### config.mk
export PLATFORM = sky130hd
export DESIGN_NAME = snn_input_sequencer
export DESIGN_NICKNAME = d
export VERILOG_FILES = /design/src/rtl/snn_pkg.sv /design/src/rtl/seq_skid_reg.sv /design/src/rtl/snn_input_sequencer.sv
export SDC_FILE = /design/constraint.sdc
export NUM_CORES = 1
export LEC_CHECK = 0
export CORE_ASPECT_RATIO = 1.2
export CORE_MARGIN = 2
export CORE_UTILIZATION = 57
export CTS_BUF_LIST = sky130_fd_sc_hd__clkbuf_16
export CTS_CLUSTER_SIZE = 16
export DETAILED_ROUTE_END_ITERATION = 16
export PLACE_DENSITY = 0.83
export REMOVE_ABC_BUFFERS = 1
export SYNTH_ARGS = -nofsm -noshare
export SYNTH_HDL_FRONTEND = slang
export SYNTH_SLANG_ARGS = --single-unit
### constraint.sdc
create_clock -name clk -period 2.25 [get_ports clk]
set_clock_uncertainty 0.2 [all_clocks]
set_input_delay 0.45 -clock clk [delete_from_list [all_inputs] [get_ports clk]]
set_output_delay 0.45 -clock clk [all_outputs]
set_load 0.1 [all_outputs]
### src/rtl/snn_pkg.sv
// Shared sizes, FSM state encoding and the skid payload type for the SNN
// hidden-layer input sequencer.
package snn_pkg;

    localparam int unsigned NUM_PIXELS  = 784;
    localparam int unsigned NUM_NEURONS = 32;
    localparam int unsigned ADDR_W      = 10;
    localparam int unsigned WADDR_W     = 15;
    localparam int unsigned NIDX_W      = 5;

    typedef enum logic [2:0] {
        IDLE,
        CLEAR,
        SCAN,
        DRAIN,
        NEXT,
        DONE
    } seq_state_t;

    // One pixel sample travelling towards the MAC: its bit and weight address.
    typedef struct packed {
        logic               pix_bit;
        logic [WADDR_W-1:0] waddr;
    } mac_sample_t;

endpackage

### src/rtl/seq_skid_reg.sv
// One-entry skid buffer holding the pixel sample that was in flight when
// downstream backpressure arrived.
module seq_skid_reg
    import snn_pkg::*;
(
    input  logic        clk,
    input  logic        rst_n,
    input  logic        load,
    input  logic        pop,
    input  mac_sample_t din,
    output logic        valid,
    output mac_sample_t dout
);

    // Capture on load, release on pop; load wins if both are seen.
    always_ff @(posedge clk or negedge rst_n) begin
        if (!rst_n) begin
            valid <= 1'b0;
            dout  <= '0;
        end else if (load) begin
            valid <= 1'b1;
            dout  <= din;
        end else if (pop) begin
            valid <= 1'b0;
        end
    end

endmodule

### src/rtl/snn_input_sequencer.sv
// Sequences the hidden-layer pass: scans the loader RAM once per neuron,
// feeds pixel bits with matching weight-ROM addresses to the MAC, and
// issues clear / neuron_done / done strobes.
// Optional build macro SEQ_ZERO_SKIP_EN: accumulate only pixels whose bit is 1.
module snn_input_sequencer
    import snn_pkg::*;
(
    input  logic               clk,
    input  logic               rst_n,
    input  logic               ready,
    input  logic               q,
    input  logic               stall,
    output logic [ADDR_W-1:0]  addr,
    output logic [WADDR_W-1:0] weight_addr,
    output logic               mac_en,
    output logic               mac_bit,
    output logic               acc_clr,
    output logic [NIDX_W-1:0]  neuron_idx,
    output logic               neuron_done,
    output logic               busy,
    output logic               done
);

    localparam logic [ADDR_W-1:0]  LAST_PIX    = ADDR_W'(NUM_PIXELS - 1);
    localparam logic [NIDX_W-1:0]  LAST_NEURON = NIDX_W'(NUM_NEURONS - 1);
    localparam logic [WADDR_W-1:0] PIX_STRIDE  = WADDR_W'(NUM_PIXELS);

    seq_state_t         state;
    logic               ready_q;
    logic               drain_cnt;
    logic [WADDR_W-1:0] base;

    // Stage 1: address issued last cycle, q now valid for it.
    logic               s1_v;
    logic [WADDR_W-1:0] s1_waddr;
    mac_sample_t        s1_sample;

    logic               stall_act;
    logic               issue;
    logic               skid_load;
    logic               skid_pop;
    logic               skid_valid;
    mac_sample_t        skid_dout;
    logic               emit;
    mac_sample_t        emit_sample;

    assign stall_act   = stall && ((state == SCAN) || (state == DRAIN));
    assign issue       = (state == SCAN) && !stall_act;
    assign s1_sample   = '{pix_bit: q, waddr: s1_waddr};
    assign skid_load   = stall_act && s1_v;
    assign skid_pop    = !stall_act && skid_valid;
    assign emit        = !stall_act && (skid_valid || s1_v);
    assign emit_sample = skid_valid ? skid_dout : s1_sample;

    seq_skid_reg u_skid (
        .clk   (clk),
        .rst_n (rst_n),
        .load  (skid_load),
        .pop   (skid_pop),
        .din   (s1_sample),
        .valid (skid_valid),
        .dout  (skid_dout)
    );

    // Control FSM: pixel counter (addr), neuron index, weight base and strobes.
    always_ff @(posedge clk or negedge rst_n) begin
        if (!rst_n) begin
            state       <= IDLE;
            ready_q     <= 1'b0;
            addr        <= '0;
            drain_cnt   <= 1'b0;
            base        <= '0;
            neuron_idx  <= '0;
            acc_clr     <= 1'b0;
            neuron_done <= 1'b0;
            busy        <= 1'b0;
            done        <= 1'b0;
        end else begin
            ready_q     <= ready;
            acc_clr     <= 1'b0;
            neuron_done <= 1'b0;
            done        <= 1'b0;
            case (state)
                IDLE: begin
                    if (ready && !ready_q) begin
                        state   <= CLEAR;
                        acc_clr <= 1'b1;
                        busy    <= 1'b1;
                        addr    <= '0;
                    end
                end
                CLEAR: begin
                    state <= SCAN;
                end
                SCAN: begin
                    if (!stall) begin
                        if (addr == LAST_PIX) begin
                            state     <= DRAIN;
                            drain_cnt <= 1'b0;
                        end else begin
                            addr <= addr + ADDR_W'(1);
                        end
                    end
                end
                DRAIN: begin
                    if (!stall) begin
                        if (drain_cnt) begin
                            state       <= NEXT;
                            neuron_done <= 1'b1;
                        end else begin
                            drain_cnt <= 1'b1;
                        end
                    end
                end
                NEXT: begin
                    addr <= '0;
                    if (neuron_idx == LAST_NEURON) begin
                        state      <= DONE;
                        done       <= 1'b1;
                        neuron_idx <= '0;
                        base       <= '0;
                    end else begin
                        state      <= CLEAR;
                        acc_clr    <= 1'b1;
                        neuron_idx <= neuron_idx + NIDX_W'(1);
                        base       <= base + PIX_STRIDE;
                    end
                end
                DONE: begin
                    state <= IDLE;
                    busy  <= 1'b0;
                end
                default: begin
                    state <= IDLE;
                    busy  <= 1'b0;
                end
            endcase
        end
    end

    // Sample pipeline: weight address follows the read address, then the
    // sample (from skid first, else stage 1) is presented to the MAC.
    always_ff @(posedge clk or negedge rst_n) begin
        if (!rst_n) begin
            s1_v        <= 1'b0;
            s1_waddr    <= '0;
            mac_en      <= 1'b0;
            mac_bit     <= 1'b0;
            weight_addr <= '0;
        end else begin
            s1_v <= issue;
            if (issue) begin
                s1_waddr <= base + WADDR_W'(addr);
            end
`ifdef SEQ_ZERO_SKIP_EN
            mac_en <= emit && emit_sample.pix_bit;
            if (emit && emit_sample.pix_bit) begin
                mac_bit <= 1'b1;
            end
`else
            mac_en <= emit;
            if (emit) begin
                mac_bit <= emit_sample.pix_bit;
            end
`endif
            if (emit) begin
                weight_addr <= emit_sample.waddr;
            end
        end
    end

endmodule
==> impl_metrics.ini <==
[outcome]
outcome = completed

[logic_synthesis]
post_synth_num_cell_types = 50
synthFlopType = sky130_fd_sc_hd__dfrtp_1
synthesis.yosys.warnings = 0
yosys-top-cells-area = sky130_fd_sc_hd__dfrtp_1 52%, sky130_fd_sc_hd__mux2_2 5.0%, sky130_fd_sc_hd__a21oi_1 4.4%
synth_top_area_cell = sky130_fd_sc_hd__dfrtp_1
synth_cells = 398
synth_seq_area_share_pct = 52.1
syn-mean-instance-area_um2 = 10.3
syn_area_um2 = 4080
synth_largest_type_area_fraction_pct = 52.1
async_flop_share_pct = 100
synthesized_flop_and_latch_total = 85
synth_enable_flop_cells = 0

[sta]
rsz0062_at_grt = no
min_period_over_period_pct = 93.6
timing.fmax_mhz = 475
hold_slack_ps = 294
report.final.slew_viol_count = 0
finalSetupViolCount = 0
tns_ps = 0
fin_crit_ps = 2110
report.final.hold_viol_count = 0

[finish]
insertedDiodeCount = 0
drive_above_1_share_pct = 23.8
syn2layout_area_growth_pct = 26.0
final_nets = 482
instances_no_fill = 558
finalCoreUtilization_pct = 74.6
stdcell_area_um2 = 5140

[route]
postRouteAntennaNets = 0
post-route-drc-count = 0
post_drt_wl_per_cell_um = 15.8
routed_wl_mm = 8.81
routed-via-count = 3247
drt-vias-per-instance = 5.82
first_iter_violations = 196
drt_pass1_iterations = 4

[flow_run]
max_cap_viol_count = 0

[critical_path]
cp.required_ps = 2300
criticalPathCategory = reg2reg
crit_path_max_fanout = 6
worst_setup_path_start_kind = flip-flop
worst-endpoint-arrival_ps = 2160
endpoint_kind = flip-flop

[worst_hold_path]
hp-class = reg2reg

[floorplanning]
ios = 41
initial_core_util_pct = 59.2
die_height_um = 96.7
core_box_area_um2 = 6900
die_area_um2 = 7860
die_width_um = 81.2
row_count = 33

[place]
global_placement_routability_congestion = 0.890
place_inst = 541
postPlaceCellArea_um2 = 4860
port_buffers = 40
hpwlAfterDp_mm = 6.04

[global_routing]
globalRouteTotalUtil_pct = 24.9
grt_overflow = 0
maximum_number_of_pins_on_one_net_before_global_route_repair = 53
antenna_found_initial = 0
first_pass_grt_wire_length_mm = 15.2
via_count_of_the_first_global_routing_pass = 3256

[power_and_ir_drop]
worst_case_vdd_ir_drop_uv = 1030
power_density_nw_per_um2 = 1440
leakage_nw = 2.41

[clocking]
htree_levels = 3
cts-buffers-inserted = 9
max-clock-path-buffers = 2
clock_tree_from_tritoncts = done
cts-root-buf = sky130_fd_sc_hd__clkbuf_16
clk_pin_slew_worst_setup_hold_paths_ps = 60
worstSkewPairLatency_ps = 330
cts_num_sinks = 85
-- metrics by stage --
stage,setup WS (ps),total power [W]
after floorplan,-396,0.00499
after global placement,106,0.00598
after detailed placement,50.0,0.00611
after CTS,54.9,0.00747
after global routing,8.09,0.00781
final,144,0.00743
-- path summary, 6_finish.rpt --
kind	from	end	slack, ps	depth (start not counted)
worst min register to register	s1_waddr[8]	s1_waddr[8]	290	2
worst max register to register	base[7]	s1_waddr[11]	140	6
max in group asynchronous	rst_n	weight_addr[3]	810	3
worst max-delay path	base[7]	s1_waddr[11]	140	6
worst min-delay path	s1_waddr[8]	s1_waddr[8]	290	2
min in group asynchronous	rst_n	state[1]	410	2
-- registers in the layout (all words and copies together) (netlist names), 3 cells and up --
signal	count
u_skid.dout	16
addr	10
state	3
s1_waddr	15
base	11
neuron_idx	5
weight_addr	15
-- Yosys cell counts, types with 7 or more instances --
| library cell | number |
|---|---|
| sky130_fd_sc_hd__a21oi_1 | 36 |
| sky130_fd_sc_hd__and3_1 | 8 |
| sky130_fd_sc_hd__clkbuf_1 | 7 |
| sky130_fd_sc_hd__dfrtp_1 | 85 |
| sky130_fd_sc_hd__ha_1 | 11 |
| sky130_fd_sc_hd__inv_1 | 7 |
| sky130_fd_sc_hd__mux2_2 | 18 |
| sky130_fd_sc_hd__mux2i_1 | 17 |
| sky130_fd_sc_hd__nand2_1 | 47 |
| sky130_fd_sc_hd__nand3_1 | 9 |
| sky130_fd_sc_hd__nor2_1 | 33 |
| sky130_fd_sc_hd__nor3_1 | 7 |
| sky130_fd_sc_hd__o21ai_0 | 32 |
| sky130_fd_sc_hd__or3_1 | 7 |
| sky130_fd_sc_hd__xor2_1 | 10 |
-- report_power, final --
group          leakage, nW  total, W  internal (W)  switching, W
Sequential            1.07   0.00237       0.00203      0.000335
Combinational         1.22   0.00374       0.00114       0.00260
Clock                0.125   0.00133      0.000738      0.000590
Total                 2.41   0.00743       0.00391       0.00352
-- per-layer routing --
layer | wire (um) | vias up | global-route usage, % | share of wire [%]
met5 | 0 | - | 0 | 0
met4 | 256 | 0 | 11.2 | 2.9
met3 | 303 | 19 | 4.29 | 3.4
met2 | 4390 | 80 | 39.9 | 50
met1 | 3860 | 1591 | 32.7 | 44
li1 | - | 1557 | - | -
-- cell type report --
cell class	instances	area [um^2]
sequential	85	2130
multi-input combinational	288	1840
fill	467	1750
timing repair buffer	74	766
clock buffer	9	225
tap	87	109
clock inverter	7	43.8
inverter	8	31.3
-- cells in the final DEF (no fill, tap or decap), types with 9 or more instances in the layout --
cell type | synthesis | layout
sky130_fd_sc_hd__mux2_2 | 18 | 18
sky130_fd_sc_hd__dfrtp_1 | 85 | 85
sky130_fd_sc_hd__nand3_1 | 9 | 9
sky130_fd_sc_hd__o21ai_0 | 32 | 31
sky130_fd_sc_hd__a21oi_1 | 36 | 35
sky130_fd_sc_hd__buf_4 | 0 | 54
sky130_fd_sc_hd__nor2_1 | 33 | 33
sky130_fd_sc_hd__mux2i_1 | 17 | 17
sky130_fd_sc_hd__buf_12 | 0 | 16
sky130_fd_sc_hd__ha_1 | 11 | 10
sky130_fd_sc_hd__nand2_1 | 47 | 47
sky130_fd_sc_hd__clkbuf_16 | 0 | 9
sky130_fd_sc_hd__xor2_1 | 10 | 10
-- what timing repair did --
action,in CTS,in global routing
hold buffers,1,0
setup endpoints to repair,0,3
gates resized for setup,0,3
buffers inserted,0,0
hold endpoints to repair,33,0
-- logic make-up after synthesis --
| logic type | synth area share, % |
|---|---|
| other | 0.0919 |
| multiplexers | 9.14 |
| AO/OA/AOI/OAI | 13.8 |
| AND/OR/NAND/NOR | 15.4 |
| adder cells (fa/ha/maj) | 3.37 |
| buffers and inverters | 3.07 |
| XOR/XNOR | 3.00 |
| flip-flops | 52.1 |
-- critical path, stage by stage, from the launching register on --
cell	delay, ps
sky130_fd_sc_hd__dfrtp_1	440
sky130_fd_sc_hd__ha_2	400
sky130_fd_sc_hd__nand2_1	90
sky130_fd_sc_hd__o21ai_1	240
sky130_fd_sc_hd__a31oi_2	160
sky130_fd_sc_hd__or3_1	330
sky130_fd_sc_hd__a31oi_1	170
Power figures use the tool's default switching activity.
